`src/rtl/aibcr3_sigbuf_seq.sv`:
```
// ---------------------------------------------------------------------------
// aibcr3_sigbuf_seq
//
// Staggered enable/disable sequencer for the AIB signal-buffer groups of the
// aibcr3 IO column. It turns buffer groups on one at a time, from group 0
// upward, with a programmable gap between steps. This limits inrush current
// and simultaneous-switching noise. On power-down it releases the groups in
// reverse order with the same gap.
//
// Ports
//   clk        in   1        sequencer clock
//   reset      in   1        asynchronous, active-high reset
//   seq_req    in   1        level request: 1 = groups on, 0 = groups off
//   dly_cfg    in   DLY_W    step delay; adjacent events are dly_cfg+1 apart
//   grp_en     out  NUM_GRP  buffer-group enables, thermometer-coded from bit 0
//   seq_busy   out  1        sequence in progress (UP or DOWN)
//   seq_done   out  1        all groups on and settled (ON)
//   dbg_state  out  2        current FSM state encoding, for observation
//
// Handshake: seq_req is a plain level, not a valid/ready pair. The block
// follows whatever level it samples on each edge. A change of level reverses
// the sequence on that same edge.
// ---------------------------------------------------------------------------
module aibcr3_sigbuf_seq #(
    parameter int NUM_GRP = 4,
    parameter int DLY_W   = 8
) (
    input  logic               clk,
    input  logic               reset,
    input  logic               seq_req,
    input  logic [DLY_W-1:0]   dly_cfg,
    output logic [NUM_GRP-1:0] grp_en,
    output logic               seq_busy,
    output logic               seq_done,
    output logic [1:0]         dbg_state
);

    typedef enum logic [1:0] {
        ST_IDLE = 2'd0,
        ST_UP   = 2'd1,
        ST_ON   = 2'd2,
        ST_DOWN = 2'd3
    } state_t;

    state_t             state;
    state_t             next_state;
    logic [DLY_W-1:0]   cnt;
    logic [DLY_W-1:0]   next_cnt;
    logic [NUM_GRP-1:0] next_grp_en;

    // grp_en is always thermometer-coded. Setting the next bit is therefore a
    // shift-in of a one. Clearing the highest set bit is a logical right shift.
    // Each operation changes exactly one bit.
    logic [NUM_GRP-1:0] grp_set;
    logic [NUM_GRP-1:0] grp_clr;
    logic [DLY_W-1:0]   cnt_dec;
    logic               grp_all;
    logic               grp_none;

    assign grp_set  = {grp_en[NUM_GRP-2:0], 1'b1};
    assign grp_clr  = grp_en >> 1;
    assign grp_all  = &grp_en;
    assign grp_none = ~|grp_en;
    assign cnt_dec  = (cnt == '0) ? '0 : cnt - 1'b1;

    // Next-state and next-output logic. Each arm that changes grp_en or
    // enters a new state reloads cnt from dly_cfg. dly_cfg is sampled only
    // here, so a change made mid-step takes effect at the next load.
    always_comb begin
        next_state  = state;
        next_grp_en = grp_en;
        next_cnt    = cnt;
        unique case (state)
            ST_IDLE: begin
                next_grp_en = '0;
                if (seq_req) begin
                    next_state  = ST_UP;
                    next_grp_en = {{(NUM_GRP-1){1'b0}}, 1'b1};
                    next_cnt    = dly_cfg;
                end
            end
            ST_UP: begin
                if (!seq_req) begin
                    // Reversal never waits for the current gap to expire.
                    next_state  = ST_DOWN;
                    next_grp_en = grp_clr;
                    next_cnt    = dly_cfg;
                end else if (cnt != '0) begin
                    next_cnt = cnt_dec;
                end else if (!grp_all) begin
                    next_grp_en = grp_set;
                    next_cnt    = dly_cfg;
                end else begin
                    // The last group gets a full gap to settle before done.
                    next_state = ST_ON;
                    next_cnt   = dly_cfg;
                end
            end
            ST_ON: begin
                if (!seq_req) begin
                    next_state  = ST_DOWN;
                    next_grp_en = grp_clr;
                    next_cnt    = dly_cfg;
                end
            end
            ST_DOWN: begin
                if (seq_req) begin
                    next_state  = ST_UP;
                    next_grp_en = grp_set;
                    next_cnt    = dly_cfg;
                end else if (cnt != '0) begin
                    next_cnt = cnt_dec;
                end else if (!grp_none) begin
                    next_grp_en = grp_clr;
                    next_cnt    = dly_cfg;
                end else begin
                    next_state = ST_IDLE;
                    next_cnt   = dly_cfg;
                end
            end
            default: begin
                next_state  = ST_IDLE;
                next_grp_en = '0;
                next_cnt    = '0;
            end
        endcase
    end

    // State and registered outputs. The status flags are decoded from
    // next_state so they line up with the state register.
    always_ff @(posedge clk or posedge reset) begin
        if (reset) begin
            state    <= ST_IDLE;
            grp_en   <= '0;
            cnt      <= '0;
            seq_busy <= 1'b0;
            seq_done <= 1'b0;
        end else begin
            state    <= next_state;
            grp_en   <= next_grp_en;
            cnt      <= next_cnt;
            seq_busy <= (next_state == ST_UP) || (next_state == ST_DOWN);
            seq_done <= (next_state == ST_ON);
        end
    end

    assign dbg_state = state;

endmodule

```
`config.mk`:
```
export PLATFORM = sky130hd
export DESIGN_NAME = aibcr3_sigbuf_seq
export DESIGN_NICKNAME = d
export VERILOG_FILES = /design/src/rtl/aibcr3_sigbuf_seq.sv
export SDC_FILE = /design/constraint.sdc
export NUM_CORES = 1
export LEC_CHECK = 0
export BUFFER_PORTS_ARGS = -buffer_cell sky130_fd_sc_hd__buf_2
export CAP_MARGIN = 0
export CORE_AREA = 4 4 51 53
export CTS_CLUSTER_SIZE = 12
export DETAILED_ROUTE_END_ITERATION = 16
export DIE_AREA = 0 0 55 57
export PLACE_DENSITY = 0.72
export SYNTH_ARGS = -nofsm -noshare
export SYNTH_HDL_FRONTEND = slang
export SYNTH_SLANG_ARGS = --single-unit
```
`constraint.sdc`:
```
create_clock -name clk -period 2.8 [get_ports clk]
set_input_delay 0.56 -clock clk [delete_from_list [all_inputs] [get_ports clk]]
set_output_delay 0.56 -clock clk [all_outputs]
set_load 0.05 [all_outputs]
```
Word level (Yosys, flattened, before mapping)
Index checks and enable logic that the tools add are counted.
{ "totals": {"input_bits": 11, "out_inout_bits": 8, "elab_cells": 51, "register_bits": 16} }
{ "classes": {"addsub": 1, "n_eq_ne": 12, "muxes": 25, "n_reduce_logical": 8} }
{ "ops": {"columns": ["operator", "n"], "rows": [
  ["$mux W8", 6],
  ["$pmux W8 S4", 1],
  ["$mux W4", 7],
  ["$mux W2", 8],
  ["$pmux W4 S4", 1],
  ["$ne A3 B3 Y1 const B", 4],
  ["$eq A2 B2 Y1 const B", 4],
  ["$logic_not A8 Y1", 1],
  ["$pmux W2 S4", 1],
  ["$reduce_bool A8 Y1", 1],
  ["$sub A8 B1 Y8 const B", 1],
  ["$reduce_and A5 Y1", 1],
  ["$eq A2 B1 Y1 const B", 2],
  ["$ne A2 B2 Y1 const B", 2],
  ["$reduce_and A4 Y1", 1],
  ["$reduce_or A4 Y1", 1],
  ["$logic_not A2 Y1", 1],
  ["$reduce_and A2 Y1", 1],
  ["$logic_or A1 B1 Y1", 1],
  ["$mux W1", 1]
]} }

Logic depth before layout (Yosys ltp)
Gate-level depths: netlist of the first run.
{ "logic_depth": {"word_depth": 7, "depth_mapped": 7, "depth_no_buf": 7} }

Worst setup path before layout of the first run
No wires, ideal clock.
{ "synth_path": {"path_type": "reg2reg", "from": "register grp_en[3]", "to": "register grp_en[0]", "stages_incl_launch_ff": 6, "synth_period_minus_slack_ns": 2.007, "path_slack_ns": 0.793, "arrival_time_ns": 1.881, "path_buffers": 0, "path_cell_list": "dfrtp_1 > or4_1 > o22ai_2 > nor3_2 > nor2_4 > mux2_4"} }
{ "synth_via": {"elab_chain_cells": 3, "word_cells_on_any_way": 5, "classes_between": "2 x eq/ne; 3 x reduce/logical"} }
{ "synth_rtl": {"columns": ["item", "line_no", "rtl"], "rows": [
  ["start: declaration", "32", "output logic [NUM_GRP-1:0] grp_en,"],
  ["start signal: assignment", "140", "grp_en <= next_grp_en;"],
  ["$reduce_and A4 Y1 or $reduce_or A4 Y1 (tied branches)", "62, 63", null],
  ["$ne A3 B3 Y1 (no line)", null, null],
  ["$reduce_and A5 Y1 (no line) *", null, null]
]} }
Mark *: on every way between the ends. The rest lies on a longest branch, timed or not.
A chain may end at the register's enable or synchronous reset.

Worst setup path in the final report of the first run
{ "layout_path": {"from": "register seq_busy", "to": "output port seq_busy"} }
{ "layout_lines": {"columns": ["item", "line_no", "rtl"], "rows": [
  ["start: declaration", "33", "output logic seq_busy,"],
  ["start signal: assignment", "142", "seq_busy <= (next_state == ST_UP) || (next_state == ST_DOWN);"]
]} }
No word-level cell between the ends.

==> results of run 1 <==
power by group:
part / internal [W] / leakage [nW] / switching (W)
Sequential: 0.000272 / 0.173 / 0.0000838
Combinational: 0.000150 / 0.345 / 0.000223
Clock: 0.0000554 / 0.0150 / 0.0000753
area by class of cell:
class,instances,area (um2),share of cell area
multi-input cells,102,687,0.549
inverters,6,22.5,0.0180
repair buffers,20,105,0.0840
well taps,28,35.0,0.0280
clock buffers,4,26.3,0.0210
flip-flops and latches,15,375,0.300
worst max-delay path: stages (launching register included):
cell and delay [ps]:
dfrtp_1 610, buf_4 280, buf_2 290
synthesized netlist by cell type (all sizes together), types with 2 or more instances:
cell type / instances
a21oi: 11
dfrtp: 15
clkbuf: 3
nand3: 2
o211ai: 3
xnor2: 2
nor3: 3
a211oi: 3
a21boi: 3
nand2: 11
o22ai: 5
nand2b: 3
buf: 5
nor2: 15
o21a: 2
nand4: 3
o21ai: 11
inv: 5
or3: 2
mux2i: 4
mux2: 3
final timing paths:
| path | to | slack [ps] | from | depth (start not counted) |
|---|---|---|---|---|
| setup / recovery | seq_busy | 770 | seq_busy | 2 |
| hold / removal | cnt[6] | 330 | reset | 2 |
| setup reg to reg | grp_en[1] | 860 | cnt[0] | 7 |
| hold reg to reg | cnt[0] | 530 | cnt[0] | 1 |
| max in group asynchronous | grp_en[2] | 2070 | reset | 2 |
| min in group clk | cnt[0] | 530 | cnt[0] | 1 |
logic make-up after synthesis:
kind of cell             share of synthesized area
AO/OA/AOI/OAI                                0.260
multiplexers                                0.0756
buffers and inverters                       0.0567
AND/OR/NAND/NOR                              0.233
flip-flops                                   0.333
adder cells (fa/ha/maj)                     0.0111
XOR/XNOR                                    0.0300
through the flow:
step | setup slack (ps) | utilization
after global placement | 862 | 0.570
after CTS | 776 | 0.582
after detailed placement | 800 | 0.570
final | 765 | 0.582
after floorplan | 793 | -
after global routing | 681 | 0.582
routing by layer:
metal	vias to the layer above	share of wire	track usage	wire length [um]
li1	516	-	-	-
met1	499	0.45	0.249	1200
met2	37	0.48	0.282	1270
met3	5	0.046	0.0261	121
met4	0	0.019	0.0972	51
met5	-	0	0	0
state kept, by name, indices dropped and copies added (netlist names):
name / flops
cnt: 8
grp_en: 4
seq_done: 1
seq_busy: 1
dbg_state: 1
==> flow_summary_export.csv, run 1 <==
group,metric,value,unit
status,status,"finished, final reports clean",
critical_path,worstSetupEndpointType,"primary output",
synthesis,async_flop_share,1.00,
floorplanning,dieHeight,57,um
synthesis,synth_cell_types,46,
power,total_power,0.000859,W
timing,rsz0062_at_grt,"no",
placed_design,dp.final_hpwl,1920,um
timing,slew_headroom,0.582,
timing,finalHoldViolations,0,
timing,period_minus_slack,2030,ps
synthesis,ys_ff_latch,15,
synthesis,syn-num-nets,143,
clocking,root_buffer,"clkbuf_4",
layout,fill_cells,212,
power,ir_drop,0.000494,V
timing,report.final.setup_viol,0,
synthesis,synth_flop_cell,"dfrtp_1",
clocking,numCtsBuffers,3,
clocking,clockBufferDepth,2,
global_routing,antenna_found_initial,0,
power,powerDensity,686,mW/mm2
detailed_routing,drt-vias-per-instance,6.04,
synthesis,ys_warn_count,0,
hold_path,hp-class,"primary input to async pin",
timing,skew,5.22,ps
critical_path,critical_path_class,"flop to primary output",
job,maxCapViolCount,0,
synthesis,synth_edf_count,0,
critical_path,arrival,1470,ps
floorplanning,core_area,0.00215,mm2
layout,drive_gt1_frac,0.231,
detailed_routing,drc,0,
clocking,clk_latency,290,ps
floorplanning,dieArea,0.00314,mm2
global_routing,gr-usage-all-layers,0.185,
timing,timing.hold.ws,328,ps
clocking,cts.clk_slew.worst_paths,100,ps
synthesis,ys_seq_area_frac,0.333,
layout,antennaDiodeCount,0,
detailed_routing,antenna_left,0,
floorplanning,start_util,0.524,
global_routing,first_global_vias,1008,
critical_path,crit_required,2240,ps
floorplanning,io_pins,19,
layout,design_area,0.00125,mm2
placed_design,port_buffers,18,
timing,final.setup.tns,0,ps
layout,final_common_cell,"buf_2",
global_routing,grt_max_degree,19,
detailed_routing,drt_pre_antenna_iters,4,
global_routing,grt_pass1_wl,4370,um
synthesis,syn_area,0.00113,mm2
placed_design,placed_cell_area,0.00122,mm2
detailed_routing,vias,1057,
layout,layout_common_cells,"buf_2, dfrtp_1, nor2_1",
global_routing,gr-total-overflow,0,
synthesis,yosysTopAreaCellShare,0.333,
synthesis,netlist_instances,131,
detailed_routing,routed_wl,2650,um
detailed_routing,wire_per_inst,15.1,um
floorplanning,chipWidth,55,um
timing,clock.fmax,0.491,GHz
floorplanning,rows,17,
placed_design,gp_congestion,0.781,
synthesis,avgSynthCellArea,8.60,um2
placed_design,numPlacedInstances,171,
timing,tightest_slew,626,ps
power,cellLeakagePower,0.533,nW
critical_path,cp-start-kind,"flop",
clocking,cts_resized,0,
timing,final.period_utilization,0.727,
clocking,cts_max_level,1,
clocking,cts_setup_buffers,0,
detailed_routing,drtIter0Drc,41,
clocking,hold_buffers,0,
synthesis,synth_top_area_cell,"dfrtp_1",
clocking,clock-sinks,15,
layout,fin_cells,175,
timing,drv_slew,0,
synthesis,synthTopCellsByArea,"dfrtp_1, o21ai_0, nor2_1",
layout,nets,160,
critical_path,cp_max_fo,16,
layout,area_growth,11.1,%
clocking,tritoncts,"yes",
(Power assumes the default switching activity.)
==> run 2: changes to the inputs <==
- CORE_AREA: 4 4 51 53 -> 4 4 53 55
- DIE_AREA: 0 0 55 57 -> 0 0 57 59
- PLACE_DENSITY: 0.72 -> 0.69
- clock period: 2.8 -> 1.7 ns (I/O delays scaled with it)
==> run 2 against run 1 <==
Against the previous run:
- the run now ends with negative setup slack left
- final area up 20%
- clock skew decreased by 2.5 ps
- largest cell class unchanged
- highest routed layer unchanged
- sequential share of layout area shrank 4.7 points
- die area is 7.3% higher
- routed wire length increased by 13%
- cell count up 14%
- sequential power rose by 55%
- setup slack got worse by 840 ps
- register-to-register slack got worse by 930 ps
- combinational power is 140% higher
- total power rose by 95%
==> flow_summary_export.csv, run 2 (synthesis gave the netlist of run 1 again) <==
group,metric,value,unit
detailed_routing,drtIter0Drc,23,
detailed_routing,vias,1162,
timing,rsz0062_at_grt,"yes",
floorplanning,start_util,0.472,
critical_path,critPathBufInv,0,
critical_path,crit_slowest_cell,"or4_4",
status,violations,"negative setup slack",
layout,largest_reg_flops,8,
clocking,cts_max_level,1,
placed_design,gp_congestion,0.823,
timing,skew,2.73,ps
power,comb_power_share,0.542,
critical_path,cp_max_fo,4,
floorplanning,core_area,0.00239,mm2
layout,final_core_util,0.631,
layout,drive_gt1_frac,0.435,
critical_path,arrival,1950,ps
critical_path,worst_path_largest_cell_delay,560,ps
job,maxCapViolCount,0,
floorplanning,dieArea,0.00336,mm2
layout,design_area,0.00151,mm2
power,switchingPower,0.000715,W
timing,period_minus_slack,1770,ps
hold_path,hp-class,"primary input to async pin",
critical_path,critical_path_class,"flop to flop",
detailed_routing,routed_wl,2980,um
global_routing,grt_max_degree,18,
layout,seq_area,382,um2
power,swShare,0.426,
timing,slew_headroom,0.596,
timing,timing.hold.ws,103,ps
detailed_routing,drt-vias-per-instance,5.81,
layout,multi_input_area,756,um2
floorplanning,chipWidth,57,um
power,p_int,0.000963,W
critical_path,cp-start-kind,"flop",
placed_design,dp.final_hpwl,2130,um
floorplanning,rows,18,
critical_path,crit_path_cell_trace,"or4_4 -> o22ai_4 -> nor3_2 -> nor2_4 -> mux2_4",
detailed_routing,antenna_left,0,
critical_path,cpLargestDelayFamily,"simple AND/OR/NAND/NOR gates",
layout,area_growth,33.8,%
floorplanning,dieHeight,59,um
detailed_routing,drt_pre_antenna_iters,4,
critical_path,crit_required,1880,ps
global_routing,first_global_vias,1089,
timing,layout_setup_ws,-71.1,ps
timing,final.period_utilization,1.04,
clocking,tritoncts,"yes",
floorplanning,io_pins,19,
clocking,numCtsBuffers,3,
layout,antennaDiodeCount,0,
placed_design,port_buffers,18,
timing,final.setup.tns,-266,ps
timing,tightest_slew,605,ps
power,p_clk_frac,0.130,
clocking,clk_latency,290,ps
clocking,clock-sinks,15,
status,status,"finished with violations",
power,cellLeakagePower,0.674,nW
placed_design,placed_cell_area,0.00137,mm2
detailed_routing,wire_per_inst,14.9,um
global_routing,gr-total-overflow,0,
global_routing,gr-usage-all-layers,0.182,
layout,fill_cells,220,
clocking,cts.clk_slew.worst_paths,100,ps
layout,fin_cells,200,
placed_design,numPlacedInstances,190,
layout,nets,183,
clocking,clockBufferDepth,2,
layout,final_common_cell,"buf_4",
layout,layout_common_cells,"buf_4, buf_2, nor2_1",
timing,finalHoldViolations,0,
power,pwr-share-seq,0.328,
clocking,root_buffer,"clkbuf_4",
power,powerDensity,1110,mW/mm2
power,ir_drop,0.00101,V
timing,report.final.setup_viol,4,
layout,reg.largest.list,"cnt: 8 flops, grp_en: 4 flops",
layout,largest_register,"cnt",
timing,clock.fmax,0.565,GHz
critical_path,worstSetupEndpointType,"flop",
global_routing,antenna_found_initial,0,
timing,drv_slew,0,
detailed_routing,drc,0,
global_routing,grt_pass1_wl,4860,um
==> run 2: what timing repair did <==
| item | CTS | global route |
|---|---|---|
| cloned | 0 | 0 |
| resized for setup | 7 | 9 |
| hold buffers | 0 | 0 |
| pin swaps | 1 | 5 |
| setup buffers | 2 | 4 |
| endpoints found under the setup margin | 8 | 10 |
==> run 2: through the flow <==
| step | power [W] | setup slack, ps |
|---|---|---|
| after floorplan | 0.00107 | -159 |
| after global placement | 0.00133 | -13.8 |
| after detailed placement | 0.00136 | -84.0 |
| after CTS | 0.00163 | -62.3 |
| after global routing | 0.00178 | -129 |
| final | 0.00168 | -71.1 |
==> run 2: layer usage <==
metal	up-vias	GRT usage	wire, um
li1	564	-	-
met1	565	0.218	1200
met2	31	0.346	1630
met3	2	0.0218	135
met4	0	0.0397	10
met5	-	0	0
==> run 2: path summary, 6_finish.rpt <==
check                           start   endpoint  slack [ps]  cells past startpoint
max                         grp_en[1]  grp_en[0]         -70                      5
min                             reset  grp_en[2]         100                      2
max reg2reg                 grp_en[1]  grp_en[0]         -70                      5
min reg2reg                    cnt[0]     cnt[0]         610                      2
max in group asynchronous       reset   seq_busy        1170                      2
min in group clk           dly_cfg[3]     cnt[3]         340                      3
==> run 2: worst reg2reg max path, delay by kind of cell, from the launching register on <==
family | cells | cell delay [ps]
AND/OR/NAND/NOR | 3 | 800
AO/OA/AOI/OAI | 1 | 130
multiplexers | 1 | 320
flip-flops | 1 | 420
==> run 2: power groups by stage <==
stage	Combinational (W)	Clock (W)	Sequential, W
2_1_floorplan	0.000350	0	0.000718
3_3_place_gp	0.000788	0	0.000546
3_5_place_dp	0.000807	0	0.000552
4_1_cts	0.000853	0.000222	0.000551
5_1_grt	0.000972	0.000237	0.000568
6_report	0.000909	0.000218	0.000551
==> run 2: cell type report <==
| type | count | share of cell area |
|---|---|---|
| inverters | 6 | 0.0150 |
| flip-flops and latches | 15 | 0.253 |
| repair buffers | 43 | 0.187 |
| multi-input cells | 102 | 0.502 |
| well taps | 30 | 0.0249 |
| clock inverters | 1 | 0.00332 |
| clock buffers | 3 | 0.0150 |
